`src/rtl/alu_seq.sv`:
```
// rtl/alu_seq.sv - registered ALU with valid/ready handshake and iterative MUL/DIV
// Optional iterative restoring divider for opcode 3: define ALU_DIV_EN
module alu_seq #(
    parameter int WIDTH = 8,
    parameter int CNT_W = $clog2(WIDTH) + 1
) (
    input  logic             clk,
    input  logic             rst,
    input  logic             in_valid,
    output logic             in_ready,
    input  logic [WIDTH-1:0] a,
    input  logic [WIDTH-1:0] b,
    input  logic [3:0]       alu_sel,
    output logic             out_valid,
    input  logic             out_ready,
    output logic [WIDTH-1:0] result,
    output logic             carry,
    output logic             zero,
    output logic             neg,
    output logic             ovf,
    output logic             err
);
    typedef enum logic [1:0] {IDLE, EXEC, DONE} state_t;

    state_t           r_state;
    logic             r_in_ready, r_out_valid;
    logic [WIDTH-1:0] r_result;
    logic             r_carry, r_zero, r_neg, r_ovf, r_err;
    logic [WIDTH-1:0] r_acc, r_q, r_b;
    logic [CNT_W-1:0] r_cnt;
`ifdef ALU_DIV_EN
    logic             r_div;
    logic [WIDTH:0]   w_shift, w_trial;
`endif

    logic [WIDTH:0]   w_sum, w_dif, w_madd;
    logic [WIDTH-1:0] w_res, w_nacc, w_nq;
    logic             w_c, w_v, w_e, w_iter;

    assign w_sum = {1'b0, a} + {1'b0, b};
    assign w_dif = {1'b0, a} - {1'b0, b};

    always_comb begin
        w_res  = '0;
        w_c    = 1'b0;
        w_v    = 1'b0;
        w_e    = 1'b0;
        w_iter = 1'b0;
        case (alu_sel)
            4'd0: begin
                w_res = w_sum[WIDTH-1:0];
                w_c   = w_sum[WIDTH];
                w_v   = (a[WIDTH-1] == b[WIDTH-1]) && (w_sum[WIDTH-1] != a[WIDTH-1]);
            end
            4'd1: begin
                w_res = w_dif[WIDTH-1:0];
                w_c   = w_dif[WIDTH];
                w_v   = (a[WIDTH-1] != b[WIDTH-1]) && (w_dif[WIDTH-1] != a[WIDTH-1]);
            end
            4'd2: w_iter = 1'b1;
            4'd3: begin
`ifdef ALU_DIV_EN
                if (b == '0) begin
                    w_res = '1;
                    w_e   = 1'b1;
                end else begin
                    w_iter = 1'b1;
                end
`else
                w_e = 1'b1;
`endif
            end
            4'd4: begin w_res = {a[WIDTH-2:0], 1'b0};      w_c = a[WIDTH-1]; end
            4'd5: begin w_res = {1'b0, a[WIDTH-1:1]};      w_c = a[0];       end
            4'd6: begin w_res = {a[WIDTH-2:0], a[WIDTH-1]}; w_c = a[WIDTH-1]; end
            4'd7: begin w_res = {a[0], a[WIDTH-1:1]};      w_c = a[0];       end
            4'd8:  w_res = a & b;
            4'd9:  w_res = a | b;
            4'd10: w_res = a ^ b;
            4'd11: w_res = ~(a | b);
            4'd12: w_res = ~(a & b);
            4'd13: w_res = ~(a ^ b);
            4'd14: w_res = {{(WIDTH-1){1'b0}}, (a > b)};
            default: w_res = {{(WIDTH-1){1'b0}}, (a == b)};
        endcase
    end

    // One iteration step: {acc,q} shifts right for multiply, left for divide
`ifdef ALU_DIV_EN
    assign w_shift = {r_acc, r_q[WIDTH-1]};
    assign w_trial = w_shift - {1'b0, r_b};
`endif

    always_comb begin
        w_madd = {1'b0, r_acc} + (r_q[0] ? {1'b0, r_b} : '0);
        w_nacc = w_madd[WIDTH:1];
        w_nq   = {w_madd[0], r_q[WIDTH-1:1]};
`ifdef ALU_DIV_EN
        if (r_div) begin
            if (!w_trial[WIDTH]) begin
                w_nacc = w_trial[WIDTH-1:0];
                w_nq   = {r_q[WIDTH-2:0], 1'b1};
            end else begin
                w_nacc = w_shift[WIDTH-1:0];
                w_nq   = {r_q[WIDTH-2:0], 1'b0};
            end
        end
`endif
    end

    always_ff @(posedge clk) begin
        if (rst) begin
            r_state     <= IDLE;
            r_in_ready  <= 1'b1;
            r_out_valid <= 1'b0;
            r_result    <= '0;
            r_carry     <= 1'b0;
            r_zero      <= 1'b0;
            r_neg       <= 1'b0;
            r_ovf       <= 1'b0;
            r_err       <= 1'b0;
            r_acc       <= '0;
            r_q         <= '0;
            r_b         <= '0;
            r_cnt       <= '0;
`ifdef ALU_DIV_EN
            r_div       <= 1'b0;
`endif
        end else begin
            case (r_state)
                IDLE: begin
                    if (in_valid) begin
                        r_in_ready <= 1'b0;
                        if (w_iter) begin
                            r_state <= EXEC;
                            r_acc   <= '0;
                            r_q     <= a;
                            r_b     <= b;
                            r_cnt   <= CNT_W'(WIDTH);
`ifdef ALU_DIV_EN
                            r_div   <= alu_sel[0];
`endif
                        end else begin
                            r_state     <= DONE;
                            r_out_valid <= 1'b1;
                            r_result    <= w_res;
                            r_carry     <= w_c;
                            r_zero      <= (w_res == '0);
                            r_neg       <= w_res[WIDTH-1];
                            r_ovf       <= w_v;
                            r_err       <= w_e;
                        end
                    end
                end
                EXEC: begin
                    r_acc <= w_nacc;
                    r_q   <= w_nq;
                    r_cnt <= r_cnt - CNT_W'(1);
                    if (r_cnt == CNT_W'(1)) begin
                        r_state     <= DONE;
                        r_out_valid <= 1'b1;
                        r_result    <= w_nq;
`ifdef ALU_DIV_EN
                        r_carry     <= !r_div && (w_nacc != '0);
`else
                        r_carry     <= (w_nacc != '0);
`endif
                        r_zero      <= (w_nq == '0);
                        r_neg       <= w_nq[WIDTH-1];
                        r_ovf       <= 1'b0;
                        r_err       <= 1'b0;
                    end
                end
                default: begin
                    if (out_ready) begin
                        r_state     <= IDLE;
                        r_out_valid <= 1'b0;
                        r_in_ready  <= 1'b1;
                    end
                end
            endcase
        end
    end

    assign in_ready  = r_in_ready;
    assign out_valid = r_out_valid;
    assign result    = r_result;
    assign carry     = r_carry;
    assign zero      = r_zero;
    assign neg       = r_neg;
    assign ovf       = r_ovf;
    assign err       = r_err;
endmodule

```
`config.mk`:
```
export PLATFORM = sky130hd
export DESIGN_NAME = alu_seq
export DESIGN_NICKNAME = d
export VERILOG_FILES = /design/src/rtl/alu_seq.sv
export SDC_FILE = /design/constraint.sdc
export NUM_CORES = 1
export LEC_CHECK = 0
export ABC_AREA = 1
export CAP_MARGIN = 20
export CORE_ASPECT_RATIO = 1.1
export CORE_MARGIN = 2
export CORE_UTILIZATION = 59
export CTS_CLUSTER_DIAMETER = 30
export DETAILED_ROUTE_END_ITERATION = 10
export PLACE_DENSITY = 0.91
export SLEW_MARGIN = 20
export SYNTH_ARGS = -nofsm -noshare
export SYNTH_HDL_FRONTEND = slang
export SYNTH_SLANG_ARGS = --single-unit
```
`constraint.sdc`:
```
create_clock -name clk -period 2.61 [get_ports clk]
set_clock_uncertainty 0.05 [all_clocks]
set_input_delay 0.261 -clock clk [delete_from_list [all_inputs] [get_ports clk]]
set_output_delay 0.261 -clock clk [all_outputs]
set_load 0.1 [all_outputs]
```
==> results of run 1 <==
==> final cells by class <==
| cell class | count | area [µm²] |
|---|---|---|
| antenna | 1 | 2.50 |
| clock buffer | 6 | 82.6 |
| clock inverter | 2 | 38.8 |
| fill | 568 | 1820 |
| inverter | 97 | 364 |
| multi-input combinational | 523 | 2680 |
| sequential | 44 | 881 |
| tap | 82 | 103 |
| timing repair buffer | 77 | 663 |
==> power groups by stage <==
stage,Clock [µW],Sequential [µW],Combinational (µW)
after CTS,548,733,820
after detailed placement,0,747,814
after global routing,578,737,886
after floorplan,0,947,360
after global placement,0,746,805
final,550,734,831
==> cells by family after synthesis <==
| group | Yosys count | synth area share, % |
|---|---|---|
| xor+xnor | 3 | 0.648 |
| flops | 44 | 21.7 |
| fa+ha+maj | 37 | 12.0 |
| buf+inv | 118 | 12.1 |
| compound gates | 101 | 13.4 |
| simple gates | 382 | 40.1 |
==> cells in the final DEF, fill, tap and decap left out, types with 3 or more instances in the layout <==
master,Yosys,layout
nand2_1,202,202
inv_1,93,93
nand3_1,74,74
nor2_1,70,70
buf_4,5,52
a21oi_1,49,49
dfxtp_1,44,44
ha_1,34,34
o21ai_0,28,28
clkdlybuf4s50_1,0,22
nand4_1,12,12
a31oi_1,12,12
nor3_1,7,7
clkbuf_8,0,6
nand3b_1,5,5
nor2_2,3,3
inv_2,3,3
or2_2,3,3
o21ai_1,3,3
fa_1,3,3
==> worst max-delay path by stage <==
stage	from	endpoint	slack, ns	cells after the start
5_1_grt	b[4]	zero	0.007	13
2_1_floorplan	r_q[0]	carry	0.55	15
3_3_place_gp	b[4]	zero	0.02	13
6_report	b[4]	zero	0.21	13
3_5_place_dp	b[4]	zero	-0.10	13
4_1_cts	b[4]	zero	0.21	13
==> registers in the layout, summed over array words and instances, names as in the netlist, 2 cells and up <==
register,cells
r_q,8
result,8
r_acc,8
r_cnt,4
r_state,2
r_b,8
==> critical path: cells and delay by family <==
kind | cells | cell delay, ns
AOI/OAI and AO/OA | 2 | 0.35
and+or+nand+nor | 7 | 0.72
buffers and inverters | 3 | 0.79
adders and majority gates | 1 | 0.46
==> through the flow <==
step	setup TNS, ns	std cells	area [µm²]	hold slack, ns	total power (µW)
2_1_floorplan	0	685	4050	0.363	1310
6_report	0	832	4810	0.420	2110
4_1_cts	0	831	4810	0.418	2100
3_3_place_gp	0	823	4690	0.401	1550
3_5_place_dp	-0.105	823	4690	0.407	1560
5_1_grt	0	831	4810	0.434	2200
==> synth_stat cells <==
cell / instances / area, µm²
nor2_2: 3 / 18.8
inv_1: 93 / 349
nor2_1: 70 / 263
nor2_4: 2 / 22.5
buf_4: 5 / 37.5
nor3_1: 7 / 35.0
xor2_1: 1 / 8.76
clkbuf_2: 1 / 5.00
nand2_2: 2 / 12.5
or2_2: 3 / 18.8
a21oi_2: 1 / 8.76
a211oi_1: 2 / 15.0
a21o_1: 1 / 7.51
dfxtp_1: 44 / 881
buf_6: 3 / 33.8
a31oi_1: 12 / 75.1
xnor2_1: 2 / 17.5
o21bai_1: 1 / 7.51
nand2_1: 202 / 758
nand3_1: 74 / 370
nand2b_1: 1 / 6.26
clkbuf_1: 7 / 26.3
fa_1: 3 / 60.1
o211ai_1: 2 / 15.0
o21ai_0: 28 / 140
ha_1: 34 / 425
buf_2: 5 / 25.0
nor4_1: 1 / 6.26
inv_2: 3 / 11.3
nand4_1: 12 / 75.1
a221oi_1: 1 / 8.76
clkinv_1: 1 / 3.75
o22ai_1: 1 / 6.26
a21oi_1: 49 / 245
nand3b_1: 5 / 37.5
o21ai_1: 3 / 15.0
==> repair_timing <==
action                                  CTS  global route
gates resized for setup                   0             1
endpoints found under the setup margin    0             1
endpoints found under the hold margin     0             0
==> layer usage <==
layer  wire (µm)  GRT usage (%)  share of wire [%]  vias up
met4         626           18.3                4.7        0
met1        5290           40.0                 40     2180
li1            -              -                  -     2339
met5           0              0                  0        -
met3         705           2.83                5.3       57
met2        6730           64.9                 50      224
==> run summary, run 1 <==
First-pass GRT wire length - 21600 µm
Initial antenna violation count - 0
Die W - 83.0 µm
DR vias/cell - 5.77
Post-Syn Nets - 746
Hold Path End - err
Clock Sinks - 44
Register area share after synthesis - 21.7%
H-tree levels - 2
Root buffer cell - clkbuf_8
# IOs - 39
Cells after Synth - 685
Ys Warns - 0
Full die area - 0.00755 mm²
Setup slack, reg-to-reg - 0.28 ns
All-Layer GR Usage - 35.2%
GR Overflow Total - 0
CTS max path bufs - 2
Cell Chain, Critical Path - clkdlybuf4s50_1 > inv_1 > ha_1 > inv_1 > nand2_1 > nand2_1 > a21oi_1 > nand3_1 > nand3_1 > nand3_1 > nor2_1 > nand3_1 > a21oi_1
Total number of vias - 4800
Util after Layout - 72.6%
Clock latency on the worst-skew pair - 0.30 ns
Core area - 0.00663 mm²
Core Rows - 31
Vias in the first global route - 4604
Pleak - 0.00251 µW
Worst path max stage delay - 0.48 ns
Dpl ws - -0.100 ns
Layout cells sized above 1 - 10.1%
Synth unique cells - 36
Hold Buf Count CTS - 0
Hold Path Class - register to register
WP data required - 2.80 ns
Sw Pwr - 846 µW
Final Max Tran Viols - 0
Cell Area, Synth - 0.00405 mm²
CP Class - input pin to register
Worst Max-Slew Pin Slew - 0.560 ns
Reg-to-Reg Start - r_q[0]
CTS tree - done
TritonCTS buffer count - 5
Worst Setup End Kind - register
Synth Area per Inst - 5.92 µm²
Crit path max-delay cell type - clkdlybuf4s50_1
PwrDens - 439 mW/mm²
Largest net degree at the start of global routing - 26
Worst setup SP type - input pin
Remaining antenna violation count - 0
Endpoints failing setup - 0
DRC Markers - 0
RSZ-0062 raised after global routing - false
Switching Fraction - 40.0%
DP HPWL - 10700 µm
Worst Reg-to-Reg Cells - 14
Min-delay src - err
Layout area overhead - 18.8%
Post-route minimum period - 2.40 ns
Maximum Capacitance Violations - 0
Maximum VDD drop - 0.380 mV
Routed Wire Length - 13300 µm
Worst rel slew slack - 62.6%
Int Pwr - 1270 µW
Fin. Hold Viols - 0
Reg-to-reg endpoint - carry
Comb power frac - 39.3%
Outcome - complete, no violations
CTS clk-pin slew, worst paths - 0.08 ns
Wire per inst - 16.0 µm
Setup WS post-layout - 0.214 ns
Hold path depth - 2
Top achievable clock speed - 0.417 GHz
Cell mode on critical path - nand3_1
Initial Util - 61.1%
Clock power share - 26.0%
CP arrival - 2.58 ns
FF+latch count, synth - 44
Final nets - 809
Final Cycle Share - 91.8%
GP Congestion - 1.04
Sequential power share - 34.7%
Die height - 90.9 µm
First drt pass iteration count - 7
CP Max Fanout - 8
Initial DRC count - 343
Port buffer count - 38
Post-CTS Setup Inserts - 0
Power figures use the tool's default switching activity.
==> run 2, diff against run 1 <==
--- a/config.mk
+++ b/config.mk
@@ -12,6 +12,7 @@
 export CORE_UTILIZATION = 59
 export CTS_CLUSTER_DIAMETER = 30
 export DETAILED_ROUTE_END_ITERATION = 10
+export GPL_TIMING_DRIVEN = 0
 export PLACE_DENSITY = 0.91
 export SLEW_MARGIN = 20
 export SYNTH_ARGS = -nofsm -noshare
==> constraint.sdc (replaced) <==
create_clock -name clk -period 2.61 [get_ports clk]
set_clock_uncertainty 0.05 [all_clocks]
set_input_delay 0.261 -clock clk [delete_from_list [all_inputs] [get_ports clk]]
set_output_delay 0.261 -clock clk [all_outputs]
set_load 0.005 [all_outputs]
==> run summary, run 2 (same netlist as run 1, synthesis figures left out) <==
CP arrival - 2.65 ns (+0.07 ns)
Reg-to-reg endpoint - carry
CTS tree - done
Outcome - complete, no violations
Endpoints failing setup - 0 (unchanged)
Maximum Capacitance Violations - 0 (unchanged)
WP data required - 2.80 ns (about the same)
Worst setup SP type - input pin
Hold Buf Count CTS - 0 (unchanged)
Largest net degree at the start of global routing - 15 (-42%)
Layout area overhead - 15.1%
Maximum VDD drop - 0.309 mV (-19%)
Core area - 0.00663 mm² (unchanged)
H-tree levels - 2 (unchanged)
Port buffer count - 36 (-5.3%)
CP Depth - 14 (+1)
Hold_ws - 0.318 ns (-0.101 ns)
Top achievable clock speed - 0.407 GHz (-2.4%)
Initial DRC count - 415 (+21%)
Full die area - 0.00755 mm² (unchanged)
Setup TNS - 0 ns (unchanged)
Vias in the first global route - 4727 (+2.7%)
DRC Markers - 0 (unchanged)
Post-route minimum period - 2.46 ns (+0.0596 ns)
Crit path max-delay cell type - clkdlybuf4s50_1
Dpl ws - -0.236 ns (-0.135 ns)
Worst path max stage delay - 0.61 ns (+0.13 ns)
Fin. Hold Viols - 0 (unchanged)
Pwr Total - 1890 µW (-11%)
Total number of vias - 4853 (+1.1%)
Wire per inst - 17.4 µm (+8.3%)
First drt pass iteration count - 7 (unchanged)
Worst Setup End Kind - register
Setup slack, reg-to-reg - 0.31 ns (+0.03 ns)
CP Max Fanout - 10 (+2)
Cell Chain, Critical Path - clkdlybuf4s50_1 > inv_1 > ha_1 > buf_2 > nand3_1 > nand2_1 > nand2_1 > nand3_1 > nand3_1 > nor2_1 > nand2_1 > nor2_1 > nand3_1 > a21oi_1
Hold path depth - 2 (unchanged)
Remaining antenna violation count - 0 (unchanged)
Clock latency on the worst-skew pair - 0.30 ns (about the same)
Post-route cell area - 0.00466 mm² (-3.1%)
CP Class - input pin to register
CTS clk-pin slew, worst paths - 0.09 ns (about the same)
Post-CTS Setup Inserts - 0 (unchanged)
Worst Reg-to-Reg Cells - 14 (unchanged)
CTS max path bufs - 2 (unchanged)
Worst rel slew slack - 51.1% (-12 points)
Die W - 83.0 µm (unchanged)
DP Area - 0.00452 mm² (-3.7%)
# IOs - 39 (unchanged)
All-Layer GR Usage - 37.6% (+2.4 points)
Pleak - 0.00240 µW (-4.4%)
Hold Path Class - input pin to register
Min-delay src - rst
Core Rows - 31 (unchanged)
Layout cells sized above 1 - 5.63% (-4.5 points)
Ant diodes - 0 (-1)
GR Overflow Total - 0 (unchanged)
Final nets - 788 (-2.6%)
Reg-to-Reg Start - r_q[0]
Initial antenna violation count - 0 (unchanged)
Routed Wire Length - 14100 µm (+5.4%)
Initial Util - 61.1% (unchanged)
Root buffer cell - clkbuf_8
Final Cycle Share - 94.1% (+2.3 points)
Final Max Tran Viols - 0 (unchanged)
First-pass GRT wire length - 22900 µm (+6.0%)
DP HPWL - 10800 µm (+1.1%)
Buf/Inv on CP - 3 (unchanged)
Commonest non-fill, non-tap cell in the layout - nand2_1
PwrDens - 404 mW/mm² (-7.9%)
Hold Path End - r_q[1]
Clock Sinks - 44 (unchanged)
RSZ-0062 raised after global routing - false
Worst Max-Slew Pin Slew - 0.731 ns (+0.171 ns)
GP Congestion - 1.05 (+1.5%)
Most frequent cells in the layout - nand2_1, inv_1, nand3_1
DR vias/cell - 5.99 (+3.9%)
Setup WS post-layout - 0.155 ns (-0.0596 ns)
Die height - 90.9 µm (unchanged)
CP delay by family, top - buffers and inverters
Cell mode on critical path - nand3_1
TritonCTS buffer count - 5 (unchanged)
## run 2: cell count changes in the layout (fill, tap and decap cells not counted), sizes merged
| cell | previous run | this run |
|---|---|---|
| buf | 54 | 13 |
| clkdlybuf4s50 | 22 | 30 |
| clkbuf | 6 | 13 |
| diode | 1 | 0 |
| dlymetal6s2s | 1 | 6 |
## run 2: repair_timing
| action | 4_1_cts | 5_1_grt |
|---|---|---|
| endpoints found under the setup margin | 0 | 3 |
| gates resized for setup | 0 | 11 |
| endpoints found under the hold margin | 0 | 0 |
## run 2: how the worst max path moves through the flow
stage | slack (ns) | to | start
2_1_floorplan | 0.55 | carry | r_q[0]
3_3_place_gp | -0.22 | zero | a[1]
3_5_place_dp | -0.24 | zero | a[0]
4_1_cts | 0.06 | zero | a[1]
5_1_grt | 0.005 | zero | a[3]
6_report | 0.15 | zero | a[3]
## run 2: metrics by stage
step / instances / util (%)
after floorplan: 685 / -
after global placement: 803 / 68.1
after detailed placement: 803 / 68.1
after CTS: 811 / 69.9
after global routing: 810 / 70.3
final: 810 / 70.3
## run 2: final cells by class
| class | count | area [µm²] |
|---|---|---|
| inverter | 97 | 364 |
| fill | 568 | 1970 |
| multi-input combinational | 523 | 2700 |
| tap | 82 | 103 |
| clock buffer | 6 | 82.6 |
| sequential | 44 | 882 |
| buffer | 20 | 124 |
| clock inverter | 2 | 38.8 |
| timing repair buffer | 36 | 375 |
## run 2: where the power goes
group / internal [µW] / switching [µW] / total, µW
combinational: 225 / 370 / 595
sequential: 708 / 26.7 / 735
clock: 313 / 243 / 556
## run 2: worst reg2reg max path: stages (launching register included)
cell      delay, ns
dfxtp_2        0.38
nand2_1        0.08
inv_1          0.05
ha_1           0.21
fa_1           0.44
nand3_1        0.10
nand3_1        0.15
xnor2_2        0.19
nand2_1        0.07
nor2_1         0.14
nand3b_1       0.11
nand2_1        0.07
nand3_1        0.07
nand2_1        0.06
inv_1          0.03
## run 2: layer usage
layer  up-vias  GRT usage (%)  part of all wire (%)
met3        85           4.11                   7.5
met5         -              0                     0
li1       2289              -                     -
met2       302           67.2                    48
met4         0           24.2                   7.0
met1      2177           42.0                    37
